### src/rtl/refill_cache_instrucoes.sv
// -----------------------------------------------------------------------------
// refill_cache_instrucoes
//
// Miss-refill controller for the direct-mapped instruction cache
// (32 lines x 128 bits, index pc[8:4], tag pc[31:9] with the default width).
// On a cache miss it latches the line base, reads the four words of the line
// from instruction memory in ascending order over a req/ack handshake, and then
// writes line data, index and tag into the cache with a single fill_we pulse.
//
// Ports
//   clock, reset          rising-edge clock, asynchronous active-high reset
//   miss_cache            miss indication from the cache (combinational there)
//   pc                    current fetch PC, sampled only when a miss is accepted
//   mem_req / mem_addr    registered read request and word address to memory
//   mem_ack / mem_rdata   one-cycle acknowledge with read data in the same cycle
//   fill_we               one-cycle line write strobe to the cache
//   fill_index/_tag/_data line being written; registered, qualified by fill_we
//   ocupado               high whenever the controller is not idle
//   contador_misses       number of refills started, wraps silently
// -----------------------------------------------------------------------------
module refill_cache_instrucoes #(
    parameter int INDEX_BITS = 5
) (
    input  logic                   clock,
    input  logic                   reset,
    input  logic                   miss_cache,
    input  logic [31:0]            pc,
    output logic                   mem_req,
    output logic [31:0]            mem_addr,
    input  logic                   mem_ack,
    input  logic [31:0]            mem_rdata,
    output logic                   fill_we,
    output logic [INDEX_BITS-1:0]  fill_index,
    output logic [27-INDEX_BITS:0] fill_tag,
    output logic [127:0]           fill_data,
    output logic                   ocupado,
    output logic [31:0]            contador_misses
);

    typedef enum logic [1:0] {
        OCIOSO,   // waiting for a miss
        BUSCA,    // fetching the four words of the line
        ESCRITA,  // fill_we pulse, line goes into the cache
        CONCLUI   // cache already hits on the new line; miss ignored
    } estado_t;

    estado_t estado, estado_prox;

    logic [27:0] linha;       // latched line address, pc[31:4]
    logic [1:0]  palavra;     // word currently being fetched
    logic [95:0] buffer;      // words 0..2 collected so far
    logic        aceita_miss;
    logic        aceita_ack;
    logic        ultima_palavra;

    // Low PC bits select a byte inside the line and play no role in a refill.
    logic unused_pc_bits;
    assign unused_pc_bits = ^pc[3:0];

    // -------------------------------------------------------------------------
    // State register
    // -------------------------------------------------------------------------
    // NOTE: sequential state is updated with <= so every register samples the
    // values from before the edge, independent of statement order.
    always_ff @(posedge clock or posedge reset) begin
        if (reset) begin
            estado <= OCIOSO;
        end else begin
            estado <= estado_prox;
        end
    end

    // -------------------------------------------------------------------------
    // Next state and datapath strobes
    // -------------------------------------------------------------------------
    // NOTE: every signal written here gets a default first, so no path through
    // the case statement can leave one unassigned and infer a latch.
    always_comb begin
        estado_prox    = estado;
        aceita_miss    = 1'b0;
        aceita_ack     = 1'b0;
        ultima_palavra = 1'b0;
        case (estado)
            OCIOSO: begin
                if (miss_cache) begin
                    aceita_miss = 1'b1;
                    estado_prox = BUSCA;
                end
            end
            BUSCA: begin
                // An ack only counts while a request is outstanding.
                if (mem_req && mem_ack) begin
                    aceita_ack = 1'b1;
                    if (palavra == 2'd3) begin
                        ultima_palavra = 1'b1;
                        estado_prox    = ESCRITA;
                    end
                end
            end
            ESCRITA: estado_prox = CONCLUI;
            CONCLUI: estado_prox = OCIOSO;
            default: estado_prox = OCIOSO;
        endcase
    end

    // -------------------------------------------------------------------------
    // Registered datapath and outputs
    // -------------------------------------------------------------------------
    // NOTE: the line buffer is reset along with the control registers; it is
    // small, and a known value keeps fill_data free of X after a mid-refill reset.
    always_ff @(posedge clock or posedge reset) begin
        if (reset) begin
            linha           <= '0;
            palavra         <= '0;
            buffer          <= '0;
            mem_req         <= 1'b0;
            mem_addr        <= '0;
            fill_we         <= 1'b0;
            fill_index      <= '0;
            fill_tag        <= '0;
            fill_data       <= '0;
            ocupado         <= 1'b0;
            contador_misses <= '0;
        end else begin
            ocupado <= (estado_prox != OCIOSO);
            fill_we <= aceita_ack && ultima_palavra;

            if (aceita_miss) begin
                linha           <= pc[31:4];
                palavra         <= 2'd0;
                mem_req         <= 1'b1;
                mem_addr        <= {pc[31:4], 4'b0000};
                contador_misses <= contador_misses + 32'd1;
            end

            if (aceita_ack) begin
                if (ultima_palavra) begin
                    // Last word goes straight into the line; request drops.
                    mem_req    <= 1'b0;
                    fill_data  <= {mem_rdata, buffer};
                    fill_index <= linha[INDEX_BITS-1:0];
                    fill_tag   <= linha[27:INDEX_BITS];
                end else begin
                    // Shift in from the top: after three acks the buffer holds
                    // {word2, word1, word0} in line order.
                    buffer   <= {mem_rdata, buffer[95:32]};
                    palavra  <= palavra + 2'd1;
                    mem_addr <= mem_addr + 32'd4;
                end
            end
        end
    end

endmodule

### config.mk
export PLATFORM = sky130hd
export DESIGN_NAME = refill_cache_instrucoes
export DESIGN_NICKNAME = d
export VERILOG_FILES = /design/src/rtl/refill_cache_instrucoes.sv
export SDC_FILE = /design/constraint.sdc
export NUM_CORES = 1
export LEC_CHECK = 0
export ABC_AREA = 0
export BUFFER_PORTS_ARGS = -buffer_cell sky130_fd_sc_hd__buf_2
export CORE_MARGIN = 4
export CORE_UTILIZATION = 59
export CTS_BUF_LIST = sky130_fd_sc_hd__clkbuf_16
export CTS_CLUSTER_DIAMETER = 200
export DETAILED_ROUTE_END_ITERATION = 12
export PLACE_DENSITY = 0.85
export REMOVE_ABC_BUFFERS = 1
export SLEW_MARGIN = 25
export SYNTH_ARGS = -nofsm -noshare
export SYNTH_HDL_FRONTEND = slang
export SYNTH_SLANG_ARGS = --single-unit
### constraint.sdc
create_clock -name clock -period 35.9 [get_ports clock]
set_input_delay 7.18 -clock clock [delete_from_list [all_inputs] [get_ports clock]]
set_output_delay 7.18 -clock clock [all_outputs]
set_load 0.05 [all_outputs]
==> out/qor.yml <==
clock_tree:
  clock_tree.root_cell: "sky130_fd_sc_hd__clkbuf_16"
  cts_tree: "done"
  tritoncts_num_sinks: 351
  cts_resized: 0
  cts_made_buffers: 37
  postCtsHoldBufs: 0
  post-cts-setup-buffer-count: 0
  insertion_delay_ns: 0.51
  h-tree-depth: 2
  clock_tree.buffer_depth: 3
  cts.clk_slew.worst_paths_ns: 0.06
sta:
  transition_time_of_the_tightest_slew_check_pin_ns: 0.987
  worst_slew_margin_rel_pct: 34.0
  period_share_pct: 25.1
  final.setup.tns_ns: 0
  final.min_clock_period_ns: 9.01
  final_setup_vio_count: 0
  timing.fmax_mhz: 111
  rsz0062_at_grt: "no"
  setup_slack_ns: 26.89
  final_max_slew_viol_count: 0
  timing.final.hold_violations: 0
  clock_skew_ns: 0.0139
run_status:
  run_status: "finished, final reports clean"
floorplan:
  chipHeight_um: 161
  die_area_sq_mm: 0.0260
  core.rowCount: 55
  design.core.area_sq_mm: 0.0229
  die_width_um: 161
  io_pins: 291
  initial_utilization_pct: 60.5
detailed_routing:
  vias_after_detailed_routing: 9934
  drt.antenna.violating_nets: 0
  drt_iter0_markers: 720
  drc_errors: 0
  finalWirelength_um: 32000
  route.detailed.vias_per_inst: 5.47
  number_of_search_and_repair_iterations_in_the_first_detailed_routing_pass: 5
  wire_per_inst_um: 17.6
power_and_ir_drop:
  pwr-share-clk_pct: 21.5
  power.internal_w: 0.000941
  switching_power_w: 0.000751
  leakagePower_nw: 8.80
  power.density_mw_per_mm2: 101
  power.switching_fraction_pct: 44.4
  power_frac_seq_pct: 38.2
  combinational_share_of_power_pct: 40.3
  vdd_drop_max_v: 0.0000723
global_route:
  pin_count_of_the_biggest_net_entering_global_routing: 133
  groute.usage.overall_pct: 24.7
  grt_pass1_wl_um: 53200
  overflow: 0
  antenna_found_initial: 3
  grt_pass1_vias: 10400
critical_path:
  path_max_fanout: 71
  worst-endpoint-required_ns: 36.28
  worst_ep_arrival_time_ns: 9.39
  crit_path_end_kind: "flop"
  setup.worst_path.start_class: "input port"
  path_class: "input port to flop"
layout:
  drive_above_1_share_pct: 34.5
  multi_input_gate_area_sq_mm: 0.00483
  fillerInstances: 1548
  antenna_cells: 0
  area.growth.synth_to_final_pct: 20.5
  area.sequential_sq_mm: 0.00878
  design.final.nets: 1547
logic_synthesis:
  synth-edff-count: 0
  cell_types_occupying_the_most_area_after_synthesis: "sky130_fd_sc_hd__dfrtp_1, sky130_fd_sc_hd__mux2_2, sky130_fd_sc_hd__nand2_1, sky130_fd_sc_hd__xnor2_1, sky130_fd_sc_hd__nand4_1"
  synth-xor-area-share_pct: 1.96
  register_bit_count_reported_by_yosys: 351
  synth_top_family_by_area: "simple AND/OR/NAND/NOR gates"
  synth_top_cell_by_area: "sky130_fd_sc_hd__dfrtp_1"
  synth-main-ff-cell: "sky130_fd_sc_hd__dfrtp_1"
  netlist.area_leader.share_pct: 63.3
  synthesis.instances: 1199
  synth_warnings: 0
  yosysSeqAreaShare_pct: 63.3
  ys_types: 47
  syn_avg_cell_area_sq_um: 11.6
  synthSimpleGateAreaFrac_pct: 16.6
  synth_compound_area_share_pct: 3.07
  synthArstFlopShare_pct: 100
  syn_area_sq_mm: 0.0139
  portion_of_netlist_area_occupied_by_mux_cells_pct: 12.8
  synthAdderAreaFrac_pct: 0.271
worst_hold_path:
  timing.hold.worst.class: "flop to flop"
placed_design:
  port_buffers: 286
  preCtsSetupSlack_ns: 26.37
  gp_routability_congestion: 0.815
  detailedPlacementHpwl_um: 20700
job:
  max_cap_viol_count: 0
==> Yosys cell counts (9+ instances only) <==
cell	count
sky130_fd_sc_hd__buf_2	20
sky130_fd_sc_hd__nor2_1	27
sky130_fd_sc_hd__and4_1	10
sky130_fd_sc_hd__o21ai_0	22
sky130_fd_sc_hd__clkbuf_1	36
sky130_fd_sc_hd__o311ai_0	9
sky130_fd_sc_hd__inv_1	9
sky130_fd_sc_hd__nand4_1	22
sky130_fd_sc_hd__xnor2_1	24
sky130_fd_sc_hd__nand3_1	25
sky130_fd_sc_hd__a21oi_1	10
sky130_fd_sc_hd__nand2_1	402
sky130_fd_sc_hd__mux2_2	156
sky130_fd_sc_hd__dfrtp_1	351
==> registers in the layout, indices dropped and copies added, names as in the netlist <==
name,count
buffer,96
contador_misses,32
estado,2
fill_data,128
fill_index,5
fill_tag,23
fill_we,1
linha,28
mem_addr,32
mem_req,1
ocupado,1
palavra,2
==> area by class of cell <==
cell class / instances / area share (%)
well taps: 313 / 2.34
repair buffers: 296 / 9.03
clock inverters: 26 / 1.13
flip-flops and latches: 351 / 52.5
multi-input cells: 781 / 28.9
inverters: 9 / 0.247
clock buffers: 39 / 5.84
==> logic make-up after synthesis <==
| logic type | Yosys count |
|---|---|
| AO/OA/AOI/OAI | 65 |
| flip-flops | 351 |
| multiplexers | 158 |
| XOR/XNOR | 31 |
| buffers and inverters | 67 |
| adder cells (fa/ha/maj) | 3 |
| AND/OR/NAND/NOR | 524 |
==> final timing paths <==
check,depth (start not counted),end,slack (ns),start
setup / recovery,7,mem_addr[30],26.89,mem_ack
hold / removal,2,buffer[10],0.46,buffer[10]
setup reg to reg,6,fill_data[24],33.00,palavra[0]
hold reg to reg,2,buffer[10],0.46,buffer[10]
max in group asynchronous,3,mem_req,27.57,reset
min in group asynchronous,2,fill_data[33],6.88,reset
==> placed cells by master, fill, tap and decap left out, types with 20 or more instances in the layout <==
cell type,n
sky130_fd_sc_hd__nand3_1,25
sky130_fd_sc_hd__dfrtp_1,351
sky130_fd_sc_hd__mux2_2,156
sky130_fd_sc_hd__o21ai_0,22
sky130_fd_sc_hd__inv_1,20
sky130_fd_sc_hd__nor2_1,24
sky130_fd_sc_hd__nand4_1,22
sky130_fd_sc_hd__clkbuf_16,39
sky130_fd_sc_hd__nand2_1,401
sky130_fd_sc_hd__xnor2_1,24
sky130_fd_sc_hd__buf_2,286
==> power by group through the flow <==
stage | clock (W) | sequential, W | combinational, W
after global routing | 0.000388 | 0.000667 | 0.000728
after CTS | 0.000370 | 0.000646 | 0.000689
after detailed placement | 0 | 0.000650 | 0.000683
final | 0.000364 | 0.000647 | 0.000682
after global placement | 0 | 0.000639 | 0.000668
after floorplan | 0 | 0.000940 | 0.000215
==> metrics by stage <==
step | hold WS, ns | utilization (%) | cell area [sq um] | power [W] | cells
2_1_floorplan | 0.440 | - | 13600 | 0.00116 | 1141
3_3_place_gp | 0.452 | 67.9 | 15600 | 0.00131 | 1750
3_5_place_dp | 0.457 | 67.9 | 15600 | 0.00133 | 1750
4_1_cts | 0.471 | 73.0 | 16700 | 0.00170 | 1815
5_1_grt | 0.487 | 73.0 | 16700 | 0.00178 | 1815
6_report | 0.464 | 73.0 | 16700 | 0.00169 | 1815
==> layer usage <==
| metal | track usage, % | wire, um | vias to the layer above |
|---|---|---|---|
| met3 | 6.56 | 2670 | 72 |
| met2 | 41.5 | 15600 | 367 |
| met4 | 8.57 | 1000 | 6 |
| met5 | 0 | 28 | - |
| li1 | - | - | 4576 |
| met1 | 31.5 | 12600 | 4913 |
==> worst max-delay path, cell delays in order <==
cell and delay (ns):
sky130_fd_sc_hd__buf_2 0.11, sky130_fd_sc_hd__nand4b_4 0.14, sky130_fd_sc_hd__nor2_4 0.10, sky130_fd_sc_hd__buf_4 0.41
sky130_fd_sc_hd__buf_4 0.72, sky130_fd_sc_hd__nand3_1 0.29, sky130_fd_sc_hd__o311ai_0 0.40
Power figures use the tool's default switching activity.
